==> config.mk <==
export PLATFORM = sky130hd
export DESIGN_NAME = metaframe_framer_flat
export DESIGN_NICKNAME = d
export VERILOG_FILES = /design/src/rtl/metaframe_framer_if.sv /design/src/rtl/metaframe_framer.sv /design/src/flat_wrapper.sv
export SDC_FILE = /design/constraint.sdc
export NUM_CORES = 1
export LEC_CHECK = 0
export ABC_AREA = 1
export BUFFER_PORTS_ARGS = -buffer_cell sky130_fd_sc_hd__buf_4
export CAP_MARGIN = 30
export CORE_AREA = 2 2 97 80
export CTS_BUF_LIST = sky130_fd_sc_hd__clkbuf_4
export DETAILED_ROUTE_END_ITERATION = 12
export DIE_AREA = 0 0 99 82
export HOLD_SLACK_MARGIN = 0.05
export PLACE_DENSITY = 0.88
export SLEW_MARGIN = 5
export SYNTH_ARGS = -nofsm -noshare
export SYNTH_HDL_FRONTEND = slang
export SYNTH_SLANG_ARGS = --single-unit
==> constraint.sdc <==
create_clock -name USER_CLK -period 1.8 [get_ports USER_CLK]
set_input_delay 0.09 -clock USER_CLK [delete_from_list [all_inputs] [get_ports USER_CLK]]
set_output_delay 0.09 -clock USER_CLK [all_outputs]
set_load 0.03 [all_outputs]
==> src/rtl/metaframe_framer_if.sv <==
// User-side 64b/67b word stream into the metaframe framer.
// The source drives data/header/valid; the framer answers with ready.
interface metaframe_framer_if #(
    parameter int DATA_W = 64
);
    logic [DATA_W-1:0] USER_DATA;
    logic [1:0]        USER_HEADER;
    logic              USER_VALID;
    logic              USER_READY;

    modport master (
        output USER_DATA,
        output USER_HEADER,
        output USER_VALID,
        input  USER_READY
    );

    modport slave (
        input  USER_DATA,
        input  USER_HEADER,
        input  USER_VALID,
        output USER_READY
    );
endinterface

==> src/rtl/metaframe_framer.sv <==
// Per-lane Interlaken TX metaframe sequencer feeding the lane scrambler:
// Sync, Scrambler-State, Skip, METAFRAME_LEN-4 payload slots, Diagnostic.
module metaframe_framer #(
    parameter int          TX_DATA_WIDTH = 64,
    parameter int          METAFRAME_LEN = 2048,
    parameter logic [63:0] SYNC_WORD     = 64'h78f678f678f678f6,
    parameter logic [63:0] SCRAM_WORD    = 64'h2800000000000000,
    parameter logic [63:0] SKIP_WORD     = 64'h1e1e1e1e1e1e1e1e,
    parameter logic [63:0] IDLE_WORD     = 64'h0700000000000000
) (
    input  logic                     USER_CLK,
    input  logic                     SYSTEM_RESET,
    input  logic                     ENABLE,
    input  logic                     TX_PAUSE,
    metaframe_framer_if.slave        user,
    input  logic                     LANE_STATUS,
    input  logic                     LINK_STATUS,
    output logic [TX_DATA_WIDTH-1:0] DATA_OUT,
    output logic [1:0]               HEADER_OUT,
    output logic                     DATA_OUT_VALID,
    output logic                     MF_START
);
    localparam int              SLOT_W    = $clog2(METAFRAME_LEN);
    localparam logic [SLOT_W-1:0] LAST_SLOT = SLOT_W'(METAFRAME_LEN - 5);
    localparam logic [SLOT_W-1:0] SLOT_ONE  = SLOT_W'(1);
    localparam logic [1:0]      HDR_CTRL  = 2'b10;

    typedef enum logic [2:0] {
        S_IDLE,
        S_SYNC,
        S_SCRAM,
        S_SKIP,
        S_DATA,
        S_DIAG
    } state_t;

    state_t                   state_reg, state_next;
    logic [SLOT_W-1:0]        slot_reg, slot_next;
    logic [TX_DATA_WIDTH-1:0] data_out_reg, data_out_next;
    logic [1:0]               header_out_reg, header_out_next;
    logic                     valid_reg, valid_next;
    logic                     mf_start_reg, mf_start_next;
    logic [TX_DATA_WIDTH-1:0] diag_word;

    // CRC32 field left zero; a downstream stage fills it in.
    assign diag_word = {6'b011001, 24'h0, LANE_STATUS, LINK_STATUS, 32'h0};

    assign user.USER_READY = (state_reg == S_DATA) && !TX_PAUSE && !SYSTEM_RESET;

    always_ff @(posedge USER_CLK) begin
        if (SYSTEM_RESET) begin
            state_reg      <= S_IDLE;
            slot_reg       <= '0;
            data_out_reg   <= '0;
            header_out_reg <= 2'b00;
            valid_reg      <= 1'b0;
            mf_start_reg   <= 1'b0;
        end else begin
            state_reg      <= state_next;
            slot_reg       <= slot_next;
            data_out_reg   <= data_out_next;
            header_out_reg <= header_out_next;
            valid_reg      <= valid_next;
            mf_start_reg   <= mf_start_next;
        end
    end

    // A paused cycle falls through with everything held and valid low.
    always_comb begin
        state_next      = state_reg;
        slot_next       = slot_reg;
        data_out_next   = data_out_reg;
        header_out_next = header_out_reg;
        valid_next      = 1'b0;
        mf_start_next   = 1'b0;
        if (!TX_PAUSE) begin
            case (state_reg)
                S_IDLE: begin
                    if (ENABLE) begin
                        state_next = S_SYNC;
                    end
                end
                S_SYNC: begin
                    data_out_next   = SYNC_WORD;
                    header_out_next = HDR_CTRL;
                    valid_next      = 1'b1;
                    mf_start_next   = 1'b1;
                    state_next      = S_SCRAM;
                end
                S_SCRAM: begin
                    data_out_next   = SCRAM_WORD;
                    header_out_next = HDR_CTRL;
                    valid_next      = 1'b1;
                    state_next      = S_SKIP;
                end
                S_SKIP: begin
                    data_out_next   = SKIP_WORD;
                    header_out_next = HDR_CTRL;
                    valid_next      = 1'b1;
                    slot_next       = '0;
                    state_next      = S_DATA;
                end
                S_DATA: begin
                    valid_next = 1'b1;
                    if (user.USER_VALID) begin
                        data_out_next   = user.USER_DATA;
                        header_out_next = user.USER_HEADER;
                    end else begin
                        data_out_next   = IDLE_WORD;
                        header_out_next = HDR_CTRL;
                    end
                    if (slot_reg == LAST_SLOT) begin
                        slot_next  = '0;
                        state_next = S_DIAG;
                    end else begin
                        slot_next = slot_reg + SLOT_ONE;
                    end
                end
                S_DIAG: begin
                    data_out_next   = diag_word;
                    header_out_next = HDR_CTRL;
                    valid_next      = 1'b1;
                    state_next      = ENABLE ? S_SYNC : S_IDLE;
                end
                default: begin
                    state_next = S_IDLE;
                end
            endcase
        end
    end

    assign DATA_OUT       = data_out_reg;
    assign HEADER_OUT     = header_out_reg;
    assign DATA_OUT_VALID = valid_reg;
    assign MF_START       = mf_start_reg;
endmodule

==> src/flat_wrapper.sv <==
// flat-port wrapper written by rule: the top's interface ports become plain ports
module metaframe_framer_flat 
#(
    parameter int          TX_DATA_WIDTH = 64,
    parameter int          METAFRAME_LEN = 2048,
    parameter logic [63:0] SYNC_WORD     = 64'h78f678f678f678f6,
    parameter logic [63:0] SCRAM_WORD    = 64'h2800000000000000,
    parameter logic [63:0] SKIP_WORD     = 64'h1e1e1e1e1e1e1e1e,
    parameter logic [63:0] IDLE_WORD     = 64'h0700000000000000
)
  (USER_CLK, SYSTEM_RESET, ENABLE, TX_PAUSE, LANE_STATUS, LINK_STATUS, DATA_OUT, HEADER_OUT, DATA_OUT_VALID, MF_START, user_USER_DATA, user_USER_HEADER, user_USER_VALID, user_USER_READY);
  metaframe_framer_if #(.DATA_W(64)) user_i ();
  input  logic USER_CLK;
  input  logic SYSTEM_RESET;
  input  logic ENABLE;
  input  logic TX_PAUSE;
  input  logic LANE_STATUS;
  input  logic LINK_STATUS;
  output logic [TX_DATA_WIDTH-1:0] DATA_OUT;
  output logic [1:0] HEADER_OUT;
  output logic DATA_OUT_VALID;
  output logic MF_START;
  input wire logic [$bits(user_i.USER_DATA)-1:0] user_USER_DATA;
  input wire logic [$bits(user_i.USER_HEADER)-1:0] user_USER_HEADER;
  input wire logic [$bits(user_i.USER_VALID)-1:0] user_USER_VALID;
  output wire logic [$bits(user_i.USER_READY)-1:0] user_USER_READY;
  assign user_i.USER_DATA = user_USER_DATA;
  assign user_i.USER_HEADER = user_USER_HEADER;
  assign user_i.USER_VALID = user_USER_VALID;
  assign user_USER_READY = user_i.USER_READY;
  metaframe_framer #(.TX_DATA_WIDTH(TX_DATA_WIDTH), .METAFRAME_LEN(METAFRAME_LEN), .SYNC_WORD(SYNC_WORD), .SCRAM_WORD(SCRAM_WORD), .SKIP_WORD(SKIP_WORD), .IDLE_WORD(IDLE_WORD)) u_core (.USER_CLK(USER_CLK), .SYSTEM_RESET(SYSTEM_RESET), .ENABLE(ENABLE), .TX_PAUSE(TX_PAUSE), .user(user_i), .LANE_STATUS(LANE_STATUS), .LINK_STATUS(LINK_STATUS), .DATA_OUT(DATA_OUT), .HEADER_OUT(HEADER_OUT), .DATA_OUT_VALID(DATA_OUT_VALID), .MF_START(MF_START));
endmodule
* Word-level counts from Yosys, hierarchy flattened
Cells that the tools add are included.
** Storage, ports and cells
- Output and inout port bits :: 69
- Flip-flop bits (word level) :: 82
** Cells by class
- Eq/ne operators :: 8
- Add/subtract/negate cells :: 1
- Muxes and demuxes :: 12
- Bitwise logic cells :: 1
- Reductions and logical operators :: 15
** Operators by type and width (count)
- 64-bit case mux with 5 select lines :: 1
- 64-bit two-way mux :: 1
- 11-bit case mux with 2 select lines :: 1
- 3-bit case mux with 6 select lines :: 1
- 11-bit by 1-bit adder with 11-bit output (second input constant) :: 1
- 11-bit equality test (second input constant) :: 1
- 11-bit two-way mux :: 1
- 3-bit by 2-bit equality test with 1-bit output (second input constant) :: 2
- 3-bit equality test (second input constant) :: 2
- 3-bit two-way mux :: 2
- 2-bit AND reduction :: 3
- 5-bit nonzero test :: 1
- 5-bit OR reduction :: 1
- 2-bit inequality test (second input constant) :: 2
- 2-bit case mux with 2 select lines :: 1
- 2-bit nonzero test :: 2
- 4-bit OR reduction :: 1
- 3-bit by 1-bit equality test with 1-bit output (second input constant) :: 1
- 3-bit logical NOT :: 1
- 1-bit two-way mux :: 3
- 3-bit AND reduction :: 1
- 1-bit logical AND :: 2
- 1-bit logical NOT :: 2
- 2-bit two-way mux :: 1
- 2 further kinds :: 2

* Longest topological paths before layout
- Depth in word-level cells :: 4
- Gate-level depth with buffers :: 9
- Mapped depth without buffers :: 9

* Worst setup path before layout
Ideal clock, no wire load.
- Path type :: register to register
- Start point :: register u_core.state_reg[2]
- End point :: register u_core.data_out_reg[1] (netlist: u_core.DATA_OUT[1])
- Path slack :: 0.399 ns
- Required time :: 1.684 ns
- Clock period less this slack :: 1.401 ns
- Path buffers :: 2
- Data arrival time :: 1.285 ns
- Stages on the path, launching flop included :: 8
- Cell sequence :: dfxtp_1 -> buf_4 -> nor2_2 -> nor3_4 -> nand2_2 -> buf_4 -> a21oi_1 -> nor2_1
** On the way
- Word-level cells in the longest chain between the ends :: 3
- Elaborated cells between the ends (all ways) :: 8
- Those cells by class :: 5 x eq/ne; 1 x mux; 2 x reduce/logical
** Ends and longest elaborated chain
- start: declaration :: RTL line metaframe_framer.sv:37 : state_t state_reg, state_next;
- start signal: assignment :: RTL line metaframe_framer.sv:59 : state_reg <= state_next;
- 3-bit by 1-bit equality test with 1-bit output (tied with other cells) :: RTL line metaframe_framer.sv:77 : case (state_reg)
- 5-bit nonzero test (no source line)
- 2-bit AND reduction (no source line)
- end signal: assignment :: RTL line metaframe_framer.sv:61 : data_out_reg <= data_out_next;
- end: declaration :: RTL line metaframe_framer.sv:39 : logic [TX_DATA_WIDTH-1:0] data_out_reg, data_out_next;
Parallel ways exist; a longest one is shown, timed or not.
A chain may end at the register's enable or synchronous reset.

* Final worst setup path
- Start point :: register u_core.state_reg[2]
- End point :: output user_USER_READY
** On the way
- Word-level cells in the longest chain between the ends :: 3
** Ends and longest elaborated chain
- 3-bit equality test :: RTL line metaframe_framer.sv:48 : assign user.USER_READY = (state_reg == S_DATA) && !TX_PAUSE && !SYSTEM_RESET;
- 1-bit logical AND (2 in a row) :: RTL line metaframe_framer.sv:48
- end: declaration :: RTL line flat_wrapper.sv:26 : output wire logic [$bits(user_i.USER_READY)-1:0] user_USER_READY;
No other way between the ends.

==> summary.txt <==
Status
  – Status: finished clean

Timing
  – Min setup slack post-route: 0.111 ns
  – Fin crit share: 93.9%
  – Max Clock Freq: 592 MHz
  – RSZ-0062 raised after global routing: false
  – Tmin final: 1.69 ns
  – Slew @ Worst Pin: 0.358 ns
  – Final setup TNS: 0 ns
  – Final Hold Viols: 0
  – Final setup viols: 0
  – Hold_ws: 0.0642 ns
  – Final Skew: 0.0204 ns
  – Slew Viols, Final: 0
  – Max_slew headroom: 76.1%

Yosys
  – Post-synth top area share: 47.3%
  – Largest family of logic cells by synthesized area: simple AND/OR/NAND/NOR gates
  – Synth Warn #: 0
  – Primary FF master, synth: dfxtp_1
  – Yosys reg bits: 82
  – Synth top area cells: dfxtp_1, a21oi_1, nand2_1
  – Top cells by count, synth: nand2_1, nor2_1, dfxtp_1, a21oi_1, o21ai_1
  – Gate count after technology mapping: 474
  – Async S/R FF share, synth: 0%
  – EDFF count, synth: 0
  – Cell variety after synth: 30
  – Synthesized area: 3470 um^2
  – Seq/Total Area, Yosys: 47.3%
  – Most common cell in the synthesized netlist: nand2_1
  – Avg Synthesized Cell Area: 7.33 um^2
  – Synthesized Nets: 548
  – Adder-Cell Fraction of Synth Area: 0.360%
  – Area leader, netlist: dfxtp_1
  – Multiplexer share of the synthesized area: 0%
  – XOR/XNOR share of the synthesized area: 0.505%
  – Post-synthesis compound-gate area fraction: 18.5%
  – Synth Area in Simple Gates: 26.3%

Route
  – Drt drc: 0
  – Via count: 3987
  – Avg Vias per Cell: 5.18
  – Routed Antenna Nets: 0
  – Drt initial violations: 302
  – Routed WL: 11700 um
  – 1st-pass router iterations: 4
  – Drt wl/cell: 15.2 um

Cells and area
  – Layout Nets: 749
  – ANT cells: 0
  – Final instance area: 5380 um^2
  – Number of fill cells: 469
  – Synth-to-Final Area Change: 54.9%
  – Share of cells above drive strength 1: 27.4%
  – Multi-input gate area: 1580 um^2
  – Largest register FFs: 64
  – Reg area: 1640 um^2

Global route
  – Antenna violations before repair: 0
  – GR Util met1: 33.0%
  – Grt met2 use: 50.9%
  – Pin count of the biggest net entering global routing: 33
  – Met3 usage: 9.70%
  – Total track usage: 29.0%
  – Grt ovf: 0
  – Busiest grt layer: met2
  – First-pass GRT wire length: 18700 um
  – Vias in the first global route: 4028

Floorplanning
  – Initial core utilization: 48.3%
  – Core area: 7180 um^2
  – Die extent in x: 99 um
  – Die Area: 8120 um^2
  – Site Rows: 28
  – Die height: 82 um
  – I/O pin cnt: 142

Clock tree
  – CTS Buf Count: 9
  – Root Buffer: clkbuf_4
  – CTS tree: yes
  – CTS Buffer Depth: 2
  – CTS sink cnt: 82
  – Worst-path clk slew: 0.12 ns
  – H-tree levels: 3
  – Worst-Skew Late Latency: 0.44 ns

Hold path
  – Worst hold endpoint: u_core.HEADER_OUT[0]
  – HP Start: user_USER_HEADER[0]
  – Hold Crit Depth: 5
  – Worst hold path class: input port to flop

Critical path
  – Worst Setup End Kind: primary output
  – Worst Setup SP: u_core.state_reg[2]
  – Most frequent CP cell: buf_4
  – CP Class: flop to primary output
  – Worst reg2reg startpoint: u_core.state_reg[0]
  – Reg2Reg Depth: 6
  – Critical Path, Cell by Cell: buf_4, nand2_4, nor2_1, buf_4
  – CP bufs+invs: 2
  – R2R Setup Slk: 0.15 ns
  – Worst path arrival time: 1.60 ns
  – Top delay family on crit path: flip-flops
  – Startpoint types: flop
  – Worst reg2reg endpoint: u_core.slot_reg[5]
  – CP max stage cell: dfxtp_1
  – Crit-path max FO: 7
  – WP data required: 1.71 ns
  – CP peak stage delay: 0.48 ns

Placed design
  – Pre-CTS WS: 0.201 ns
  – Post-DP HPWL: 7370 um
  – IO buf count: 141
  – DP Area: 4580 um^2
  – Routability cong.: 0.903

Pwr
  – Power, Total: 4.35 mW
  – Leak pwr: 2.48 nW
  – Pwr dens: 808 nW/um^2
  – VDD IR max: 0.754 mV

Job
  – Maxcap violations: 0
worst min-delay path: stages:
cell and delay [ns]:
buf_4 0.08, nand2_1 0.04, nor2_1 0.08, o21ai_0 0.08, nor2_1 0.08
per-layer routing:
metal	wire length [um]	part of all wire [%]
met1	4630	40
met2	5730	49
met3	959	8.2
met4	364	3.1
met5	0	0
how the worst max path moves through the flow:
stage | endpoint | slack (ns) | cells past startpoint
floorplan | u_core.DATA_OUT[1] | 0.40 | 7
global placement | u_core.DATA_OUT[43] | 0.30 | 6
detailed placement | u_core.slot_reg[0] | 0.20 | 7
CTS | user_USER_READY | 0.11 | 4
global route | user_USER_READY | 0.05 | 4
finish | user_USER_READY | 0.11 | 4
stage by stage:
| step | utilization [%] | instances |
|---|---|---|
| after floorplan | - | 474 |
| after global routing | 74.9 | 770 |
| after global placement | 63.8 | 689 |
| final | 74.9 | 770 |
| after CTS | 74.9 | 770 |
| after detailed placement | 63.8 | 689 |
cell type report:
type	count	share of cell area [%]
timing repair buffer	215	33.3
sequential	82	30.5
multi-input combinational	340	29.5
tap	90	2.09
inverter	27	1.93
clock buffer	11	1.54
clock inverter	5	1.19
cells in the final DEF (no fill, tap or decap), drive strengths merged:
master / n
clkbuf: 11
clkinvlp: 1
ha: 1
nand4: 2
bufinv: 1
nand2: 93
nor2: 92
o21ai: 56
dfxtp: 82
nor3: 5
o211ai: 1
or2: 1
nand3: 16
o31ai: 1
dlygate4sd3: 65
nand3b: 1
inv: 28
xor2: 2
a21oi: 69
buf: 150
clkinv: 2
cells by family (layout without fill, tap and decap cells):
kind of cell,after synthesis,in the layout
DFF,82,82
buffers and inverters,52,258
adders and majority gates,1,1
xor gates and xnor gates,2,2
AOI/OAI and AO/OA,127,127
and+or+nand+nor,210,210
what timing repair did:
action	in CTS	in global routing
setup buffers	0	0
hold endpoints to repair	68	0
endpoints found under the setup margin	0	0
gates resized for setup	0	0
hold buffers	65	0
power breakdown:
group          leakage (nW)  internal (mW)  switching, mW
logic                  1.73          0.496          0.682
clock network        0.0777          0.465          0.658
registers             0.670           1.96         0.0915
No activity file was read; power rests on OpenSTA's default activity.
